[config.mk]
export PLATFORM = sky130hd
export DESIGN_NAME = axi_mst_rd_initiator
export DESIGN_NICKNAME = d
export VERILOG_FILES = /design/src/rtl/axi_tb_pkg.sv /design/src/rtl/sync_fifo.sv /design/src/rtl/axi_mst_rd_initiator.sv
export SDC_FILE = /design/constraint.sdc
export NUM_CORES = 1
export LEC_CHECK = 0
export ABC_AREA = 0
export ABC_CLOCK_PERIOD_IN_PS = 4150
export CORE_MARGIN = 5
export CORE_UTILIZATION = 51
export DETAILED_ROUTE_END_ITERATION = 8
export GPL_ROUTABILITY_DRIVEN = 0
export PLACE_DENSITY = 0.89
export SYNTH_ARGS = -nofsm -noshare
export SYNTH_HDL_FRONTEND = slang
export SYNTH_HIERARCHICAL = 1
export SYNTH_SLANG_ARGS = --single-unit
[constraint.sdc]
create_clock -name aclk -period 4.15 [get_ports aclk]
set_clock_uncertainty 0.2 [all_clocks]
set_input_delay 0.6225 -clock aclk [delete_from_list [all_inputs] [get_ports aclk]]
set_output_delay 0.6225 -clock aclk [all_outputs]
set_load 0.1 [all_outputs]
[src/rtl/axi_tb_pkg.sv]
// Shared types and constants for the AXI read initiator: response codes,
// error flag bit positions and the per-burst tracking record.
package axi_tb_pkg;

  localparam logic [1:0] RESP_OKAY = 2'b00;

  // Bit positions inside the sticky err vector
  localparam int ERR_LAST  = 0;  // rlast disagrees with expected beat count
  localparam int ERR_ID    = 1;  // rid differs from the oldest outstanding id
  localparam int ERR_RESP  = 2;  // non-OKAY response
  localparam int ERR_EMPTY = 3;  // R beat accepted with nothing outstanding

  // The id field is sized for the widest id we expect; narrower ids are
  // zero-extended on the way in so the record layout never changes.
  localparam int TRK_ID_W = 16;

  typedef struct packed {
    logic [3:0]          len;
    logic [TRK_ID_W-1:0] id;
  } rd_trk_t;

  localparam int TRK_W = $bits(rd_trk_t);

  // Build a tracking record from a command's length and (extended) id
  function automatic rd_trk_t make_trk(input logic [3:0] len, input logic [TRK_ID_W-1:0] id);
    rd_trk_t t;
    t.len = len;
    t.id  = id;
    return t;
  endfunction

endpackage

[src/rtl/sync_fifo.sv]
// Single-clock FIFO with extra-bit pointers for full/empty detection.
// The head entry is presented combinationally on rdata.
module sync_fifo #(
  parameter int WIDTH = 8,
  parameter int DEPTH = 4
) (
  input  logic             clk,
  input  logic             rst_n,
  input  logic             push,
  input  logic [WIDTH-1:0] wdata,
  input  logic             pop,
  output logic [WIDTH-1:0] rdata,
  output logic             full,
  output logic             empty
);

  localparam int PTR_W = $clog2(DEPTH);

  logic [PTR_W:0]   wr_ptr_q, wr_ptr_d;
  logic [PTR_W:0]   rd_ptr_q, rd_ptr_d;
  logic [WIDTH-1:0] mem_q [DEPTH];
  logic [WIDTH-1:0] mem_d [DEPTH];
  logic             do_push;
  logic             do_pop;

  // Flags, head read and qualified push/pop
  always_comb begin
    empty   = (wr_ptr_q == rd_ptr_q);
    full    = (wr_ptr_q[PTR_W] != rd_ptr_q[PTR_W]) &&
              (wr_ptr_q[PTR_W-1:0] == rd_ptr_q[PTR_W-1:0]);
    rdata   = mem_q[rd_ptr_q[PTR_W-1:0]];
    do_push = push && !full;
    do_pop  = pop && !empty;
  end

  // Next pointers and storage contents; lower pointer bits wrap modulo DEPTH
  always_comb begin
    wr_ptr_d = wr_ptr_q;
    rd_ptr_d = rd_ptr_q;
    for (int i = 0; i < DEPTH; i++) mem_d[i] = mem_q[i];
    if (do_push) begin
      mem_d[wr_ptr_q[PTR_W-1:0]] = wdata;
      wr_ptr_d = wr_ptr_q + (PTR_W+1)'(1);
    end
    if (do_pop) rd_ptr_d = rd_ptr_q + (PTR_W+1)'(1);
  end

  // Pointer registers, cleared by reset
  always_ff @(posedge clk or negedge rst_n) begin
    if (!rst_n) begin
      wr_ptr_q <= '0;
      rd_ptr_q <= '0;
    end else begin
      wr_ptr_q <= wr_ptr_d;
      rd_ptr_q <= rd_ptr_d;
    end
  end

  // Storage array; contents are don't-care until written
  always_ff @(posedge clk) begin
    for (int i = 0; i < DEPTH; i++) mem_q[i] <= mem_d[i];
  end

endmodule

[src/rtl/axi_mst_rd_initiator.sv]
// AXI read master front end: turns simple read commands into AR requests,
// tracks outstanding bursts in order, and checks the returning R stream
// against the tracked length/id, raising sticky error flags without stalling.
//
// Handshakes: every channel transfers on a rising edge where valid && ready.
// Valid never waits on ready; once arvalid is high its payload is held
// unchanged until the cycle arready is seen.
module axi_mst_rd_initiator
  import axi_tb_pkg::*;
#(
  parameter int AXI_ADDR_W = 32,
  parameter int AXI_ID_W   = 4,
  parameter int AXI_DATA_W = 32,
  parameter int OSTD_NUM   = 4
) (
  input  logic                         aclk,
  input  logic                         aresetn,
  input  logic                         cmd_valid,
  output logic                         cmd_ready,
  input  logic [AXI_ADDR_W-1:0]        cmd_addr,
  input  logic [3:0]                   cmd_len,
  input  logic [AXI_ID_W-1:0]          cmd_id,
  output logic                         arvalid,
  input  logic                         arready,
  output logic [AXI_ADDR_W-1:0]        araddr,
  output logic [3:0]                   arlen,
  output logic [AXI_ID_W-1:0]          arid,
  input  logic                         rvalid,
  output logic                         rready,
  input  logic [AXI_ID_W-1:0]          rid,
  input  logic [1:0]                   rresp,
  input  logic [AXI_DATA_W-1:0]        rdata,
  input  logic                         rlast,
  output logic [$clog2(OSTD_NUM):0]    rd_ostd,
  output logic                         rd_done,
  output logic [3:0]                   err
);

  localparam int OSTD_W = $clog2(OSTD_NUM) + 1;

  logic                  arvalid_q, arvalid_d;
  logic [AXI_ADDR_W-1:0] araddr_q, araddr_d;
  logic [3:0]            arlen_q, arlen_d;
  logic [AXI_ID_W-1:0]   arid_q, arid_d;
  logic [OSTD_W-1:0]     rd_ostd_q, rd_ostd_d;
  logic                  rd_done_q, rd_done_d;
  logic [3:0]            err_q, err_d;
  logic [3:0]            beat_cnt_q, beat_cnt_d;

  logic                  cmd_hs;
  logic                  ar_hs;
  logic                  r_hs;
  logic                  last_hs;
  rd_trk_t               trk_wr;
  rd_trk_t               trk_head;
  logic                  trk_empty;
  logic                  trk_full_unused;
  logic                  rdata_unused;

  // Read data is passed through by the slave and not inspected here
  assign rdata_unused = ^rdata;

  assign arvalid = arvalid_q;
  assign araddr  = araddr_q;
  assign arlen   = arlen_q;
  assign arid    = arid_q;
  assign rd_ostd = rd_ostd_q;
  assign rd_done = rd_done_q;
  assign err     = err_q;

  // Ready terms and handshake qualifiers
  always_comb begin
    cmd_ready = (rd_ostd_q < OSTD_W'(OSTD_NUM)) && !arvalid_q;
    rready    = (rd_ostd_q != '0);
    cmd_hs    = cmd_valid && cmd_ready;
    ar_hs     = arvalid_q && arready;
    r_hs      = rvalid && rready;
    last_hs   = r_hs && rlast;
    trk_wr    = make_trk(cmd_len, TRK_ID_W'(cmd_id));
  end

  // Tracking FIFO: one record per accepted command, popped on each rlast
  sync_fifo #(
    .WIDTH (TRK_W),
    .DEPTH (OSTD_NUM)
  ) u_trk_fifo (
    .clk   (aclk),
    .rst_n (aresetn),
    .push  (cmd_hs),
    .wdata (trk_wr),
    .pop   (last_hs),
    .rdata (trk_head),
    .full  (trk_full_unused),
    .empty (trk_empty)
  );

  // AR channel: load payload on command accept, drop valid after AR handshake
  always_comb begin
    arvalid_d = arvalid_q;
    araddr_d  = araddr_q;
    arlen_d   = arlen_q;
    arid_d    = arid_q;
    if (cmd_hs) begin
      arvalid_d = 1'b1;
      araddr_d  = cmd_addr;
      arlen_d   = cmd_len;
      arid_d    = cmd_id;
    end else if (ar_hs) begin
      arvalid_d = 1'b0;
    end
  end

  // Outstanding count, beat counter and completion pulse
  always_comb begin
    rd_ostd_d  = rd_ostd_q;
    beat_cnt_d = beat_cnt_q;
    rd_done_d  = last_hs;
    if (cmd_hs && !last_hs) begin
      rd_ostd_d = rd_ostd_q + OSTD_W'(1);
    end else if (!cmd_hs && last_hs && (rd_ostd_q != '0)) begin
      rd_ostd_d = rd_ostd_q - OSTD_W'(1);
    end
    if (r_hs) begin
      // rlast always closes the burst, even when it arrives early
      beat_cnt_d = rlast ? 4'd0 : beat_cnt_q + 4'd1;
    end
  end

  // Sticky protocol checks on every accepted R beat
  always_comb begin
    err_d = err_q;
    if (r_hs) begin
      if (trk_empty) begin
        err_d[ERR_EMPTY] = 1'b1;
      end else begin
        if (rlast != (beat_cnt_q == trk_head.len)) err_d[ERR_LAST] = 1'b1;
        if (TRK_ID_W'(rid) != trk_head.id)         err_d[ERR_ID]   = 1'b1;
      end
      if (rresp != RESP_OKAY) err_d[ERR_RESP] = 1'b1;
    end
  end

  // State registers; reset abandons any bursts in flight
  always_ff @(posedge aclk or negedge aresetn) begin
    if (!aresetn) begin
      arvalid_q  <= 1'b0;
      araddr_q   <= '0;
      arlen_q    <= '0;
      arid_q     <= '0;
      rd_ostd_q  <= '0;
      rd_done_q  <= 1'b0;
      err_q      <= '0;
      beat_cnt_q <= '0;
    end else begin
      arvalid_q  <= arvalid_d;
      araddr_q   <= araddr_d;
      arlen_q    <= arlen_d;
      arid_q     <= arid_d;
      rd_ostd_q  <= rd_ostd_d;
      rd_done_q  <= rd_done_d;
      err_q      <= err_d;
      beat_cnt_q <= beat_cnt_d;
    end
  end

endmodule

# After elaboration in Yosys (flattened, before gate mapping)
# Memory sizes are Yosys's and may differ from the RTL's.
# Cells that the tools add are included.
# W data, S select, Z words.
# op_classes
n_addsub	5
multipliers	0
div_mod_pow	0
n_lt_le_gt_ge	3
eq_ne	6
shifts	0
muxes	9
bitwise	2
reduce_logical	25
# ops
op	count
$bwmux W80	1
$mux W80	1
$demux W20 S2	1
$mux W20	1
$ne A4 B16 Y1	1
$logic_and A1 B1 Y1	12
$add A3 B1 Y3 const B	3
$mux W3	2
$reduce_and A3 Y1	2
$reduce_bool A2 Y1	3
$logic_not A1 Y1	5
$add A4 B1 Y4 const B	1
$eq A4 B4 Y1	1
$mux W4	1
$reduce_and A2 Y1	2
$eq A3 B3 Y1	1
$ge A3 B3 Y1 const B	1
$lt A3 B1 Y1 const B	1
$lt A3 B3 Y1 const B	1
$not A2 Y3	1
$reduce_bool A3 Y1	1
$sub A3 B1 Y3 const B	1
$eq A2 B2 Y1	1
$mux W1	2
other kinds (2)	3
# word_totals
register_bits	59
latchBits	0
ram_bits	80
rom_bits	0
inputBits	84
wordCells	64
memories	1
# mem_list
name	depth	width	read_ports	rd_ports_with_merged_regs	write_ports	line	source
u_trk_fifo.mem_q	4	20	5	0	4	sync_fifo.sv:21	logic [WIDTH-1:0] mem_q [DEPTH];

# Depth between registers and ports, before layout
# Gate-level depths: netlist of run 1.
# logic_depth
depth_word	8
mapped_depth	9
ltp_nobuf	7

# Hierarchy
# The synthesis of run 1 kept the hierarchy.
# modules_own_cells
module	instances	cells_per_inst	area_per_inst_um2	seq_area_each_um2
sync_fifo	1	153	3360.7	2552.4
axi_mst_rd_initiator	1	246	2237.1	1326.3

# Worst setup path after synthesis of run 1
# Ideal clock, no wire load.
# synth_path
path_kind	reg2reg
from	register, netlist name rd_ostd[2]
to	memory u_trk_fifo/mem_q[3][0] (netlist bit) (enable)
setup_time_ns	0.413
arrival_ns	2.920
setup_slack_ns	0.617
path_stages_with_launch	7
period_less_slack_ns	3.533
cell_sequence	dfrtp_1 -> or3b_1 -> buf_4 -> clkinv_2 -> buf_2 -> nand2_1 -> a31oi_1
# synth_lines
item	line
to (decl)	sync_fifo.sv:21

# Final worst setup path of run 1
# layout_path
from	register rd_ostd_q[2], in the netlist rd_ostd[2]
to	output rready
# layout_between
elab_chain_cells	1
# layout_lines
item	line	source
from (decl)	axi_mst_rd_initiator.sv:45	logic [OSTD_W-1:0] rd_ostd_q, rd_ostd_d;
from (signal assigned)	axi_mst_rd_initiator.sv:159	rd_ostd_q <= rd_ostd_d;
$reduce_bool A3 Y1	axi_mst_rd_initiator.sv:74	rready = (rd_ostd_q != '0);
to (decl)	axi_mst_rd_initiator.sv:29	output logic rready,
# Every way passes these cells.

==> summary.txt, run 1 <==
Timing
  – Setup_tns: 0 ns
  – Final Slew Violations: 0
  – Worst slew pin tran: 1.02 ns
  – Post-route minimum period: 3.17 ns
  – Final count of hold timing violations: 0
  – RSZ-0062 raised after global routing: no
  – Fmax: 316 MHz
  – Period utilisation layout: 76.3%
  – Final setup fails: 0
  – Slew HR: 31.7%

Clock network
  – Worst-path clk slew: 0.06 ns
  – Cts repair resizes: 0
  – Worst-Skew Late Latency: 0.52 ns
  – CTS Sinks: 139
  – H-tree levels: 4
  – CTS tree: built
  – CTS Buf Count: 17
  – CTS Buffer Depth: 2
  – CTS Root Cell: clkbuf_8

Drt
  – Routed Antenna Nets: 0
  – Routed vias: 3741
  – Initial DRC count: 334
  – Wire per inst: 18.3 µm
  – DR vias/cell: 5.24
  – Detailed Routing Iterations Pass 1: 5
  – Detailed-route wire length: 13.1 mm
  – DRC viols: 0

Setup path
  – CP arrival: 2.35 ns
  – Worst Setup Start Kind: register
  – Sequence of cells on the critical path: or3_1, clkdlybuf4s50_1
  – Worst path required time: 3.33 ns
  – Nature of the critical path endpoint: primary output
  – Buf+Inv Stages, Crit Path: 1
  – Worst reg2reg setup slack: 1.40 ns
  – CP peak stage delay: 0.97 ns
  – Slowest cell on the critical path: clkdlybuf4s50_1
  – CP Max Fanout: 8
  – CP delay by family, top: buffers and inverters
  – CP Class: register to primary output

Placement
  – Port bufs: 102
  – HPWL Detailed: 8.38 mm

Flow run
  – Max Cap Violations: 0

Yosys
  – Yosys warns: 6
  – Cell count after synthesis: 397
  – Post-Syn Area: 0.00559 mm²
  – Avg Cell Area, Syn: 14.1 µm²

Cells and area
  – Layout cells sized above 1: 12.4%
  – Antenna cells: 0
  – Most common cell after layout, fill and taps aside: nand2_1
  – Final Core Density: 70.4%
  – Most frequent cells in the layout: nand2_1, clkdlybuf4s50_1, edfxtp_1
  – # nets final: 652
  – Synth-to-layout area growth: 36.0%

Global routing
  – Total Routing Usage GR: 21.2%
  – Total gr overflow: 0
  – Pin count of the biggest net entering global routing: 45
  – Vias in the first global route: 4051
  – First-pass GRT wire length: 21.0 mm
  – Initial antenna violation count: 0

Power and ir drop
  – Comb pwr share: 47.3%
  – Peak VDD IR: 0.000625 V
  – Internal power: 0.00373 W
  – Seq pwr share: 29.7%
  – Switching share of power: 46.1%
  – Switching power: 0.00319 W
  – PwrDens: 910 mW/mm²
  – Static Leak: 3.10 nW
  – Clock share of power: 23.0%

Die
  – Starting Density: 51.8%
  – Core Rows: 38
  – Total die area: 0.0132 mm²
  – Die height: 115 µm
  – IO Pins: 135
  – Die Wd: 115 µm
  – Core area: 0.0108 mm²

Worst hold path
  – Worst Hold Class: register to register

Status
  – Outcome: finished clean
## worst reg2reg max path, stage by stage, from the launching register on
cell and delay [ns]:
dfrtp_1 1.01, mux4_2 0.45, nor4_1 0.37, nand4_1 0.19, o41ai_1 0.31, nand2b_1 0.10
## metal layers
| layer | GRT usage, % | up-vias | wire (µm) |
|---|---|---|---|
| li1 | - | 1688 | - |
| met1 | 25.1 | 1847 | 4840 |
| met3 | 5.02 | 47 | 688 |
| met5 | 0 | - | 0 |
| met4 | 10.3 | 0 | 493 |
| met2 | 36.2 | 159 | 7080 |
## power groups by stage
stage | registers, W | clock network (W) | logic, W
5_1_grt | 0.00210 | 0.00168 | 0.00341
6_report | 0.00205 | 0.00159 | 0.00327
3_5_place_dp | 0.00206 | 0 | 0.00324
4_1_cts | 0.00205 | 0.00161 | 0.00328
2_1_floorplan | 0.00351 | 0 | 0.000975
3_3_place_gp | 0.00204 | 0 | 0.00315
## layout make-up
class | instances | area [µm²]
clock buffers | 19 | 432
fillers | 701 | 3190
flip-flops and latches | 139 | 3880
inverters | 6 | 23.8
well taps | 140 | 175
repair buffers | 114 | 1110
clock inverters | 13 | 198
multi-input cells | 283 | 1790
## what timing repair did
action                    CTS  global route
buffers inserted            0             0
hold endpoints to repair   19             0
hold buffers                1             0
## flip-flops by register name, indices dropped and copies added, names as in the netlist
signal / count
u_trk_fifo/mem_q: 80
araddr: 32
beat_cnt_q: 4
arvalid: 1
err: 4
u_trk_fifo/wr_ptr_q: 3
arlen: 4
rd_done: 1
rd_ostd: 3
arid: 4
u_trk_fifo/rd_ptr_q: 3
## final timing paths
check | start | to | cells after the start
min reg2reg | err[0] | err[0] | 1
max | rd_ostd[2] | rready | 2
min in group asynchronous | aresetn | rd_ostd[2] | 2
max reg2reg | u_trk_fifo/rd_ptr_q[1] | err[1] | 5
min | err[0] | err[0] | 1
max in group asynchronous | aresetn | araddr[27] | 3
## metrics by stage
stage / power (W) / std cells / instance area (µm²) / worst slack [ns] / hold WS, ns
floorplan: 0.00449 / 444 / 5770 / 0.617 / 0.127
global placement: 0.00519 / 681 / 6960 / 1.18 / 0.237
detailed placement: 0.00530 / 681 / 6960 / 1.11 / 0.252
CTS: 0.00695 / 714 / 7600 / 0.963 / 0.263
global route: 0.00719 / 714 / 7600 / 0.929 / 0.297
finish: 0.00692 / 714 / 7600 / 0.982 / 0.260
(Power assumes the default switching activity.)
==> run 2: changes to the inputs <==
--- a/config.mk
+++ b/config.mk
@@ -6,12 +6,12 @@
 export NUM_CORES = 1
 export LEC_CHECK = 0
 export ABC_AREA = 0
-export ABC_CLOCK_PERIOD_IN_PS = 4150
+export ABC_CLOCK_PERIOD_IN_PS = 2700
 export CORE_MARGIN = 5
-export CORE_UTILIZATION = 51
+export CORE_UTILIZATION = 46
 export DETAILED_ROUTE_END_ITERATION = 8
 export GPL_ROUTABILITY_DRIVEN = 0
-export PLACE_DENSITY = 0.89
+export PLACE_DENSITY = 0.85
 export SYNTH_ARGS = -nofsm -noshare
 export SYNTH_HDL_FRONTEND = slang
 export SYNTH_HIERARCHICAL = 1
==> constraint.sdc (replaced) <==
create_clock -name aclk -period 2.7 [get_ports aclk]
set_clock_uncertainty 0.2 [all_clocks]
set_input_delay 0.405 -clock aclk [delete_from_list [all_inputs] [get_ports aclk]]
set_output_delay 0.405 -clock aclk [all_outputs]
set_load 0.1 [all_outputs]
==> run 2 against run 1 <==
Design area up 1.3%. First-iteration DRC count shrank 22%. Combinational power is 54% higher. Worst setup slack got worse by 0.72 ns. Total power is 53% higher. Critical path depth rose by 4. Sequential share of layout area is 0.51 points lower. Flip-flop and latch count unchanged. Final cell count is 2.2% higher. Die area is 9.9% higher. Largest cell class unchanged.
==> summary.txt, run 2 (synthesized netlist as in run 1, its figures left out) <==
Setup path
  – CP delay by family, top: simple AND/OR/NAND/NOR gates
  – Worst Setup Start Kind: register
  – Worst r2r src: u_trk_fifo/rd_ptr_q[0]
  – CP peak stage delay: 0.55 ns
  – Worst path required time: 2.79 ns
  – Reg2Reg Depth: 6
  – Worst setup path start: u_trk_fifo/rd_ptr_q[0]
  – Sequence of cells on the critical path: buf_4, mux4_2, nor4_2, nand4_1, o41ai_1, nand2b_1
  – CP Class: register to register
  – CP arrival: 2.52 ns
  – Worst reg2reg setup slack: 0.26 ns
  – Buf+Inv Stages, Crit Path: 1
  – R2R Path End: err[1]
  – Stages on the worst setup path: 6
  – Nature of the critical path endpoint: register
  – CP Max Fanout: 12
  – Slowest cell on the critical path: mux4_2
  – Critical Path Sink: err[1]

Global routing
  – Total Routing Usage GR: 18.6%
  – Pin count of the biggest net entering global routing: 45
  – Initial antenna violation count: 0
  – First-pass GRT wire length: 20.4 mm
  – Total gr overflow: 0
  – Vias in the first global route: 3913

Cells and area
  – Layout Cells excl Fill: 730
  – Area of the multi-input gates: 0.00181 mm²
  – Most frequent cells in the layout: nand2_1, edfxtp_1, buf_4
  – Max reg flops: 80
  – Register bank with the most flops: u_trk_fifo/mem_q
  – Most common cell after layout, fill and taps aside: nand2_1
  – Antenna cells: 0
  – Fillers: 811
  – # nets final: 662
  – Final Core Density: 64.4%
  – Layout cells sized above 1: 23.7%
  – Synth-to-layout area growth: 37.7%
  – Total area of sequential cells: 0.00389 mm²

Clock network
  – CTS Sinks: 139
  – Setup bufs post-CTS: 0
  – CTS Root Cell: clkbuf_16
  – CTS Buf Count: 17
  – CTS tree: built
  – H-tree levels: 4
  – Worst-Skew Late Latency: 0.41 ns
  – Worst-path clk slew: 0.06 ns
  – CTS Buffer Depth: 2

Timing
  – Final count of hold timing violations: 0
  – Setup_tns: 0 ns
  – Final Slew Violations: 0
  – Final setup fails: 0
  – Post-route minimum period: 2.44 ns
  – Fmax: 410 MHz
  – Period utilisation layout: 90.2%
  – RSZ-0062 raised after global routing: no
  – Slew HR: 53.7%
  – Worst slew pin tran: 0.691 ns

Drt
  – DRC viols: 0
  – Detailed-route wire length: 12.7 mm
  – Initial DRC count: 262
  – DR vias/cell: 5.06
  – Wire per inst: 17.5 µm
  – Detailed Routing Iterations Pass 1: 5
  – Routed vias: 3696
  – Routed Antenna Nets: 0

Placement
  – Total placed cells including tap cells: 698
  – Port bufs: 102
  – HPWL Detailed: 8.63 mm

Die
  – Core area: 0.0120 mm²
  – Core Rows: 40
  – IO Pins: 135
  – Starting Density: 46.7%
  – Die Wd: 120 µm
  – Die height: 120 µm
  – Total die area: 0.0145 mm²

Power and ir drop
  – Static Leak: 3.22 nW
  – Peak VDD IR: 0.000868 V
  – PwrDens: 1380 mW/mm²

Worst hold path
  – Worst Hold Class: primary input to async pin

Flow run
  – Max Cap Violations: 0

Status
  – Outcome: finished clean
==> run 2: changes by cell type in the layout (fill, tap and decap cells not counted), moves of 3 or more <==
cell / delta
and2_1: -3
and2_2: +3
buf_12: +9
buf_4: +52
clkdlybuf4s50_1: -51
clkinv_2: -5
dfrtp_1: -4
==> run 2: final cells by class <==
type	instances	area share, %
well taps	147	2.39
clock buffers	21	5.98
flip-flops and latches	139	50.5
clock inverters	10	2.18
repair buffers	124	15.2
inverters	6	0.309
multi-input cells	283	23.5
==> run 2: what timing repair did <==
| item | CTS | global route |
|---|---|---|
| gates resized for setup | 0 | 1 |
| endpoints found under the setup margin | 0 | 1 |
| endpoints found under the hold margin | 10 | 0 |
| hold buffers | 1 | 0 |
==> run 2: worst min-delay path by stage <==
stage               depth (start not counted)     from  slack [ns]        end
finish                                      2  aresetn        0.25    rd_done
detailed placement                          1  aresetn        0.12    rd_done
CTS                                         2  aresetn        0.22    rd_done
global route                                2  aresetn        0.26    rd_done
global placement                            1  aresetn        0.11    rd_done
floorplan                                   0  aresetn       -0.09  araddr[0]
==> run 2: routing by layer <==
layer  up-vias  global-route usage (%)  wire (µm)
li1       1704                       -          -
met1      1860                    21.5       4790
met2       115                    33.0       7130
met3        17                    4.91        603
met4         0                    7.65        219
met5         -                       0          0
==> run 2: metrics by stage <==
| step | power [W] | area (µm²) | setup slack (ns) | hold slack [ns] |
|---|---|---|---|---|
| detailed placement | 0.00817 | 7050 | 0.0161 | 0.122 |
| CTS | 0.0107 | 7690 | 0.213 | 0.219 |
| global placement | 0.00805 | 7050 | 0.0542 | 0.114 |
| floorplan | 0.00694 | 5800 | 0.00313 | -0.0906 |
| finish | 0.0106 | 7700 | 0.263 | 0.249 |
| global route | 0.0111 | 7700 | 0.0305 | 0.257 |
==> run 2: power breakdown <==
group	total (W)	internal, W	switching (W)
logic	0.00503	0.00133	0.00370
registers	0.00315	0.00278	0.000366
clock network	0.00243	0.00159	0.000842
total	0.0106	0.00571	0.00490
==> run 3: changes to the inputs <==
--- a/config.mk
+++ b/config.mk
@@ -7,8 +7,9 @@
 export LEC_CHECK = 0
 export ABC_AREA = 0
 export ABC_CLOCK_PERIOD_IN_PS = 2700
-export CORE_MARGIN = 5
-export CORE_UTILIZATION = 46
+export CELL_PAD_IN_SITES_DETAIL_PLACEMENT = 1
+export CELL_PAD_IN_SITES_GLOBAL_PLACEMENT = 1
+export CORE_UTILIZATION = 37
 export DETAILED_ROUTE_END_ITERATION = 8
 export GPL_ROUTABILITY_DRIVEN = 0
 export PLACE_DENSITY = 0.85
==> run 3 against run 2 <==
The run now ends with design-rule violations left. Design area down 1.7%. Die area up 7.9%. Sequential power about the same. Non-clock buffer count down 5. Final cell count up 4.5%. Sequential share of layout area up 0.86 points. Routed wire length up 7.5%. Flip-flop and latch count unchanged. First-iteration DRC count down 23%.
==> summary.txt, run 3 (synthesized netlist as in run 1, its figures left out) <==
Clock network
  – Worst-Skew Late Latency: 0.42 ns
  – CTS Root Cell: clkbuf_16
  – Worst-path clk slew: 0.06 ns
  – CTS Buf Count: 17
  – CTS Buffer Depth: 2
  – Cts repair resizes: 0
  – CTS Sinks: 139
  – Setup bufs post-CTS: 0
  – CTS tree: built
  – H-tree levels: 4

Worst hold path
  – Origin of the worst min-delay path: err[0]
  – Hold worst-path end: err[0]
  – Worst Hold Class: register to register
  – Worst Hold Depth: 1

Power and ir drop
  – Static Leak: 3.15 nW
  – Final Power: 0.0103 W
  – PwrDens: 1360 mW/mm²
  – Peak VDD IR: 0.000712 V

Setup path
  – Slowest cell on the critical path: mux4_2
  – R2R Path End: err[1]
  – Sequence of cells on the critical path: buf_12, mux4_2, nor4_1, nand4_1, o41ai_1, nand2b_1
  – CP Max Fanout: 24
  – CP peak stage delay: 0.55 ns
  – Worst path required time: 2.79 ns
  – Worst r2r src: u_trk_fifo/rd_ptr_q[0]
  – CP Class: register to register
  – Reg2Reg Depth: 6
  – Worst Setup Start Kind: register
  – CP arrival: 2.64 ns
  – Nature of the critical path endpoint: register
  – Worst reg2reg setup slack: 0.15 ns

Cells and area
  – Most common cell after layout, fill and taps aside: nand2_1
  – # nets final: 657
  – Fillers: 1500
  – Layout cells sized above 1: 22.5%
  – Max reg flops: 80
  – Register bank with the most flops: u_trk_fifo/mem_q
  – Synth-to-layout area growth: 35.4%
  – Antenna cells: 0
  – Most frequent cells in the layout: nand2_1, edfxtp_1, buf_4

Drt
  – DR vias/cell: 4.74
  – Initial DRC count: 203
  – Routed Antenna Nets: 0
  – Detailed Routing Iterations Pass 1: 6
  – Routed vias: 3620
  – Wire per inst: 18.0 µm
  – Detailed-route wire length: 13.7 mm
  – DRC viols: 6

Status
  – Failing checks: design-rule violations
  – Outcome: finished with violations

Die
  – IO Pins: 135
  – Core area: 0.0146 mm²
  – Die Wd: 125 µm
  – Core Rows: 44
  – Starting Density: 38.2%
  – Total die area: 0.0156 mm²
  – Die height: 125 µm

Global routing
  – Pin count of the biggest net entering global routing: 45
  – Total gr overflow: 0
  – Total Routing Usage GR: 18.8%
  – Vias in the first global route: 4113
  – Initial antenna violation count: 0
  – First-pass GRT wire length: 22.0 mm

Timing
  – Final count of hold timing violations: 0
  – Post-route minimum period: 2.55 ns
  – Fmax: 392 MHz
  – Slew HR: 49.9%
  – Final Slew Violations: 0
  – RSZ-0062 raised after global routing: no
  – Final setup fails: 0
  – Setup_tns: 0 ns
  – Period utilisation layout: 94.4%
  – Worst slew pin tran: 0.748 ns

Placement
  – Port bufs: 102
  – HPWL Detailed: 9.14 mm

Flow run
  – Max Cap Violations: 0
run 3: metal layers:
layer  track usage (%)  share of wire [%]
met2              34.0                 55
met4              9.47                2.3
met5                 0                  0
met1              21.6                 40
met3              3.22                2.4
run 3: how the worst max path moves through the flow:
stage                      startpoint         end  slack, ns  cells after the start
3_3_place_gp                cmd_valid  rd_ostd[2]       0.05                      7
6_report       u_trk_fifo/rd_ptr_q[0]      err[1]       0.15                      6
2_1_floorplan                 arvalid  rd_ostd[2]      0.003                      8
5_1_grt        u_trk_fifo/rd_ptr_q[0]      err[1]       0.04                      6
4_1_cts        u_trk_fifo/rd_ptr_q[0]      err[1]       0.13                      6
3_5_place_dp                cmd_valid  rd_ostd[2]       0.03                      7
run 3: area by class of cell:
class	instances	area, µm²	share of cell area, %
flip-flops and latches	139	3890	51.4
repair buffers	119	1090	14.4
well taps	184	230	3.04
inverters	6	23.8	0.314
clock buffers	24	492	6.50
multi-input cells	283	1800	23.8
clock inverters	8	42.5	0.562
run 3: what timing repair did:
item | in CTS | in global routing
endpoints found under the hold margin | 15 | 0
hold buffers | 1 | 0
endpoints found under the setup margin | 0 | 0
run 3: through the flow:
stage	hold WS [ns]	std cells	worst slack, ns	area [µm²]	util (%)
5_1_grt	0.302	763	0.0384	7570	51.7
3_5_place_dp	0.169	730	0.0258	7030	48.0
2_1_floorplan	-0.0906	444	0.00313	5800	-
4_1_cts	0.268	763	0.125	7570	51.7
6_report	0.261	763	0.151	7570	51.7
3_3_place_gp	0.159	730	0.0452	7030	48.0
run 3: power breakdown:
group          total [W]  switching (W)  internal [W]  leakage, nW
sequential       0.00315       0.000364       0.00278         1.44
clock            0.00210       0.000843       0.00126        0.261
combinational    0.00503        0.00373       0.00130         1.45
run 3: worst max-delay path: cells and delay by family (launching register included):
kind | cells | cell delay (ns)
AOI/OAI and AO/OA | 1 | 0.32
buffers and inverters | 1 | 0.24
DFF | 1 | 0.37
muxes | 1 | 0.55
and+or+nand+nor | 3 | 0.74
==> edit 1: new RTL, config.mk and constraints of run 2 <==
Reset style: synchronous (`aresetn` and `rst_n`), changed in 2 clocked blocks.
--- a/src/rtl/sync_fifo.sv
+++ b/src/rtl/sync_fifo.sv
@@ -46,7 +46,7 @@
   end
 
   // Pointer registers, cleared by reset
-  always_ff @(posedge clk or negedge rst_n) begin
+  always_ff @(posedge clk) begin
     if (!rst_n) begin
       wr_ptr_q <= '0;
       rd_ptr_q <= '0;
--- a/src/rtl/axi_mst_rd_initiator.sv
+++ b/src/rtl/axi_mst_rd_initiator.sv
@@ -141,7 +141,7 @@
   end
 
   // State registers; reset abandons any bursts in flight
-  always_ff @(posedge aclk or negedge aresetn) begin
+  always_ff @(posedge aclk) begin
     if (!aresetn) begin
       arvalid_q  <= 1'b0;
       araddr_q   <= '0;
Function: differs if aresetn is asserted again (counterexample within 4 cycles, from zero or initial values and one cycle with aresetn low); with aresetn held inactive, the same outputs for 10 cycles.
==> edit 1 against run 2 <==
  * Cell area decreased by 3.6%
  * Sequential cell count increased by 2
  * Power decreased by 27%
  * Wire length decreased by 1.7%
  * Utilization decreased by 1.8 points
  * Non-clock buffer count decreased by 10
  * Synthesized area decreased by 1.4%
  * Worst setup slack improved by 0.032 ns
==> edit 1: results (changes against run 2) <==
\begin{tabular}{lr}
\hline
Metric & Value \\
\hline
\multicolumn{2}{l}{\textbf{Finish}} \\
Count of non-CTS buffers in the layout & 114 (-8.1\%) \\
Total Nets Final & 677 (+2.3\%) \\
Non-Clock Buffer Area Fraction & 13.9\% (-1.3 points) \\
Number of sequential storage elements & 141 (+1.4\%) \\
Number of multi-input logic gates & 304 (+7.4\%) \\
Number of non-clock inverters in the layout & 8 (+2) \\
Fraction of area in multi-input gates & 26.4\% (+2.9 points) \\
Clock buffer count in the final layout & 22 (+4.8\%) \\
Area growth syn-to-layout & 34.7\% \\
\multicolumn{2}{l}{\textbf{Global routing}} \\
Met3 track demand over resource & 5.27\% (+0.36 points) \\
Global-route wire length before repair & 20.1 mm (-1.0\%) \\
Met1 GRT Util & 20.2\% (-1.3 points) \\
Via count of the first global-routing pass & 4,034 (+3.1\%) \\
Pin count of the biggest net entering global routing & 53 (+18\%) \\
GRT Util Overall & 18.2\% (-0.40 points) \\
\multicolumn{2}{l}{\textbf{Power}} \\
Power consumed by combinational cells & 2.64 mW (-48\%) \\
Maximum vdd ir drop & 0.666 mV (-23\%) \\
Net Switching & 2.84 mW (-42\%) \\
Switching Share & 36.9\% (-9.3 points) \\
Leak & 2.79 nW (-13\%) \\
\multicolumn{2}{l}{\textbf{Synth}} \\
Per-instance average area after synthesis & 12.9 um\^{}2 (-8.1\%) \\
Cell Area, Synth & 5510 um\^{}2 (-1.4\%) \\
\multicolumn{2}{l}{\textbf{Route}} \\
Amount of wire on met3 after detailed routing & 661 um (+9.6\%) \\
Per-cell routed wire length & 16.8 um (-3.8\%) \\
Number of DRC markers in iteration 0 & 270 (+3.1\%) \\
Via total after detailed routing & 3,873 (+4.8\%) \\
WL met2 & 6.88 mm (-3.5\%) \\
Routed wire length & 12.5 mm (-1.7\%) \\
\multicolumn{2}{l}{\textbf{Outcome}} \\
Run status & complete, no violations \\
\multicolumn{2}{l}{\textbf{Placed design}} \\
Detailed placement HPWL & 8.13 mm (-5.7\%) \\
Area after detailed placement & 6830 um\^{}2 (-3.1\%) \\
Placed Instances & 714 (+2.3\%) \\
Pre-CTS worst setup slack & 0.285 ns (+0.269 ns) \\
\multicolumn{2}{l}{\textbf{Worst setup path}} \\
CP max-delay cell & sky130\_fd\_sc\_hd\_\_nor4\_1 \\
Worst EP arrival & 2.53 ns (about the same) \\
Highest net fanout along the worst path & 20 (+8) \\
Maximum cell stage delay along the critical path & 0.57 ns (+0.02 ns) \\
\multicolumn{2}{l}{\textbf{Min path}} \\
HP Class & flop to flop \\
\hline
\end{tabular}
## edit 1: worst min-delay path by stage
| stage | start | to | slack (ns) | cells after the start |
|---|---|---|---|---|
| final | araddr[25] | araddr[25] | 0.26 | 2 |
| after global routing | araddr[25] | araddr[25] | 0.28 | 2 |
| after global placement | araddr[5] | araddr[5] | 0.24 | 2 |
| after floorplan | beat_cnt_q[3] | beat_cnt_q[3] | 0.27 | 2 |
| after CTS | araddr[12] | araddr[12] | 0.26 | 2 |
| after detailed placement | araddr[27] | araddr[27] | 0.25 | 2 |
## edit 1: worst min-delay path, delay by kind of cell (launching register included)
family             cells  cell delay [ns]
DFF                    1             0.31
AOI/OAI and AO/OA      1             0.05
and+or+nand+nor        1             0.05
## edit 1: cell families (layout without fill, tap and decap cells)
family / after synthesis / in the layout
other: 1 / 48
adders and majority gates: 7 / 7
AOI/OAI and AO/OA: 74 / 74
and+or+nand+nor: 138 / 138
xor gates and xnor gates: 16 / 16
muxes: 21 / 21
DFF: 141 / 141
buffers and inverters: 28 / 154
==> edit 2: new RTL, settings of run 2 <==
Made on the original files. Set the parameter `AXI_ADDR_W` to 64 (it was 32).
--- a/src/rtl/axi_mst_rd_initiator.sv
+++ b/src/rtl/axi_mst_rd_initiator.sv
@@ -8,7 +8,7 @@
 module axi_mst_rd_initiator
   import axi_tb_pkg::*;
 #(
-  parameter int AXI_ADDR_W = 32,
+  parameter int AXI_ADDR_W = 64,
   parameter int AXI_ID_W   = 4,
   parameter int AXI_DATA_W = 32,
   parameter int OSTD_NUM   = 4
Interface: changed (resized araddr and cmd_addr); port bits go from 135 to 199. No check against the original RTL was run, so the function may have changed too.
==> edit 2 against run 2 <==
  * Synthesized cell count up 34%
  * Largest cell class unchanged
  * Synthesized area up 23%
  * Wire length up 20%
  * Global-route usage down 0.77 points
  * Non-clock buffer count up 68
  * Cell area up 23%
  * Sequential cell count up 32
  * Worst setup slack worse by 0.056 ns
  * Fmax down 2.2%
Power is left out: the tool's default activity adds up to more than one toggle a clock period on the data nets, which glitch-free logic cannot reach.
==> edit 2: results (changes against run 2) <==
\begin{tabular}{lr}
\hline
Metric & Value \\
\hline
\multicolumn{2}{l}{\textbf{Placed design}} \\
Area after detailed placement & 8860 um\^{}2 (+26\%) \\
Count of port buffers added during placement & 166 (+63\%) \\
Pre-CTS worst setup slack & -0.0262 ns (-0.0423 ns) \\
Placed Instances & 931 (+33\%) \\
Detailed placement HPWL & 11.0 mm (+27\%) \\
\multicolumn{2}{l}{\textbf{Finish}} \\
Number of sequential storage elements & 171 (+23\%) \\
Number of multi-input logic gates & 379 (+34\%) \\
Footprint of the multi-input gates & 2160 um\^{}2 (+20\%) \\
Post-route insts no fill & 964 (+32\%) \\
Count of non-CTS buffers in the layout & 192 (+55\%) \\
Final cell area excluding filler cells & 9440 um\^{}2 (+23\%) \\
Layout cells sized above 1 & 22.7\% (-0.98 points) \\
Non-Clock Buffer Area Fraction & 18.7\% (+3.5 points) \\
Total Nets Final & 890 (+34\%) \\
Clock buffer count in the final layout & 18 (-14\%) \\
Proportion of cell area occupied by registers & 49.7\% (-0.86 points) \\
\multicolumn{2}{l}{\textbf{Worst setup path}} \\
Setup slack of the most critical reg-to-reg path & 0.21 ns (-0.06 ns) \\
Worst EP arrival & 2.64 ns (+0.12 ns) \\
Worst setup path startpoint & rd\_ostd[2] \\
Maximum cell stage delay along the critical path & 0.53 ns (-0.02 ns) \\
Highest net fanout along the worst path & 8 (-4) \\
\multicolumn{2}{l}{\textbf{Global routing}} \\
Pin count of the biggest net entering global routing & 57 (+27\%) \\
GRT Util Overall & 17.9\% (-0.77 points) \\
\multicolumn{2}{l}{\textbf{Outcome}} \\
Run status & complete, no violations \\
\multicolumn{2}{l}{\textbf{Route}} \\
Number of DRC markers in iteration 0 & 217 (-17\%) \\
Per-cell routed wire length & 15.9 um (-9.0\%) \\
Number of vias per cell after detailed routing & 4.74 (-6.4\%) \\
\multicolumn{2}{l}{\textbf{Min path}} \\
HP Class & flop to flop \\
\hline
\end{tabular}
[edit 2: changes by cell type in the layout (fill, tap and decap cells not counted), moves of 2 or more]
cell / change
sky130_fd_sc_hd__clkinv_4: +2
sky130_fd_sc_hd__inv_6: +4
sky130_fd_sc_hd__nand2_1: +94
sky130_fd_sc_hd__dfrtp_1: +33
sky130_fd_sc_hd__clkbuf_8: -2
sky130_fd_sc_hd__buf_4: +37
sky130_fd_sc_hd__bufinv_16: -3
sky130_fd_sc_hd__clkdlybuf4s50_1: +32
sky130_fd_sc_hd__nand2_2: +2
[edit 2: routing by layer]
| metal | share of wire [%] | track usage (%) | wire (um) |
|---|---|---|---|
| met1 | 40 | 21.8 | 6150 |
| met3 | 7.5 | 6.61 | 1150 |
| met4 | 1.5 | 5.77 | 234 |
| met2 | 51 | 29.7 | 7790 |
| met5 | 0 | 0 | 0 |
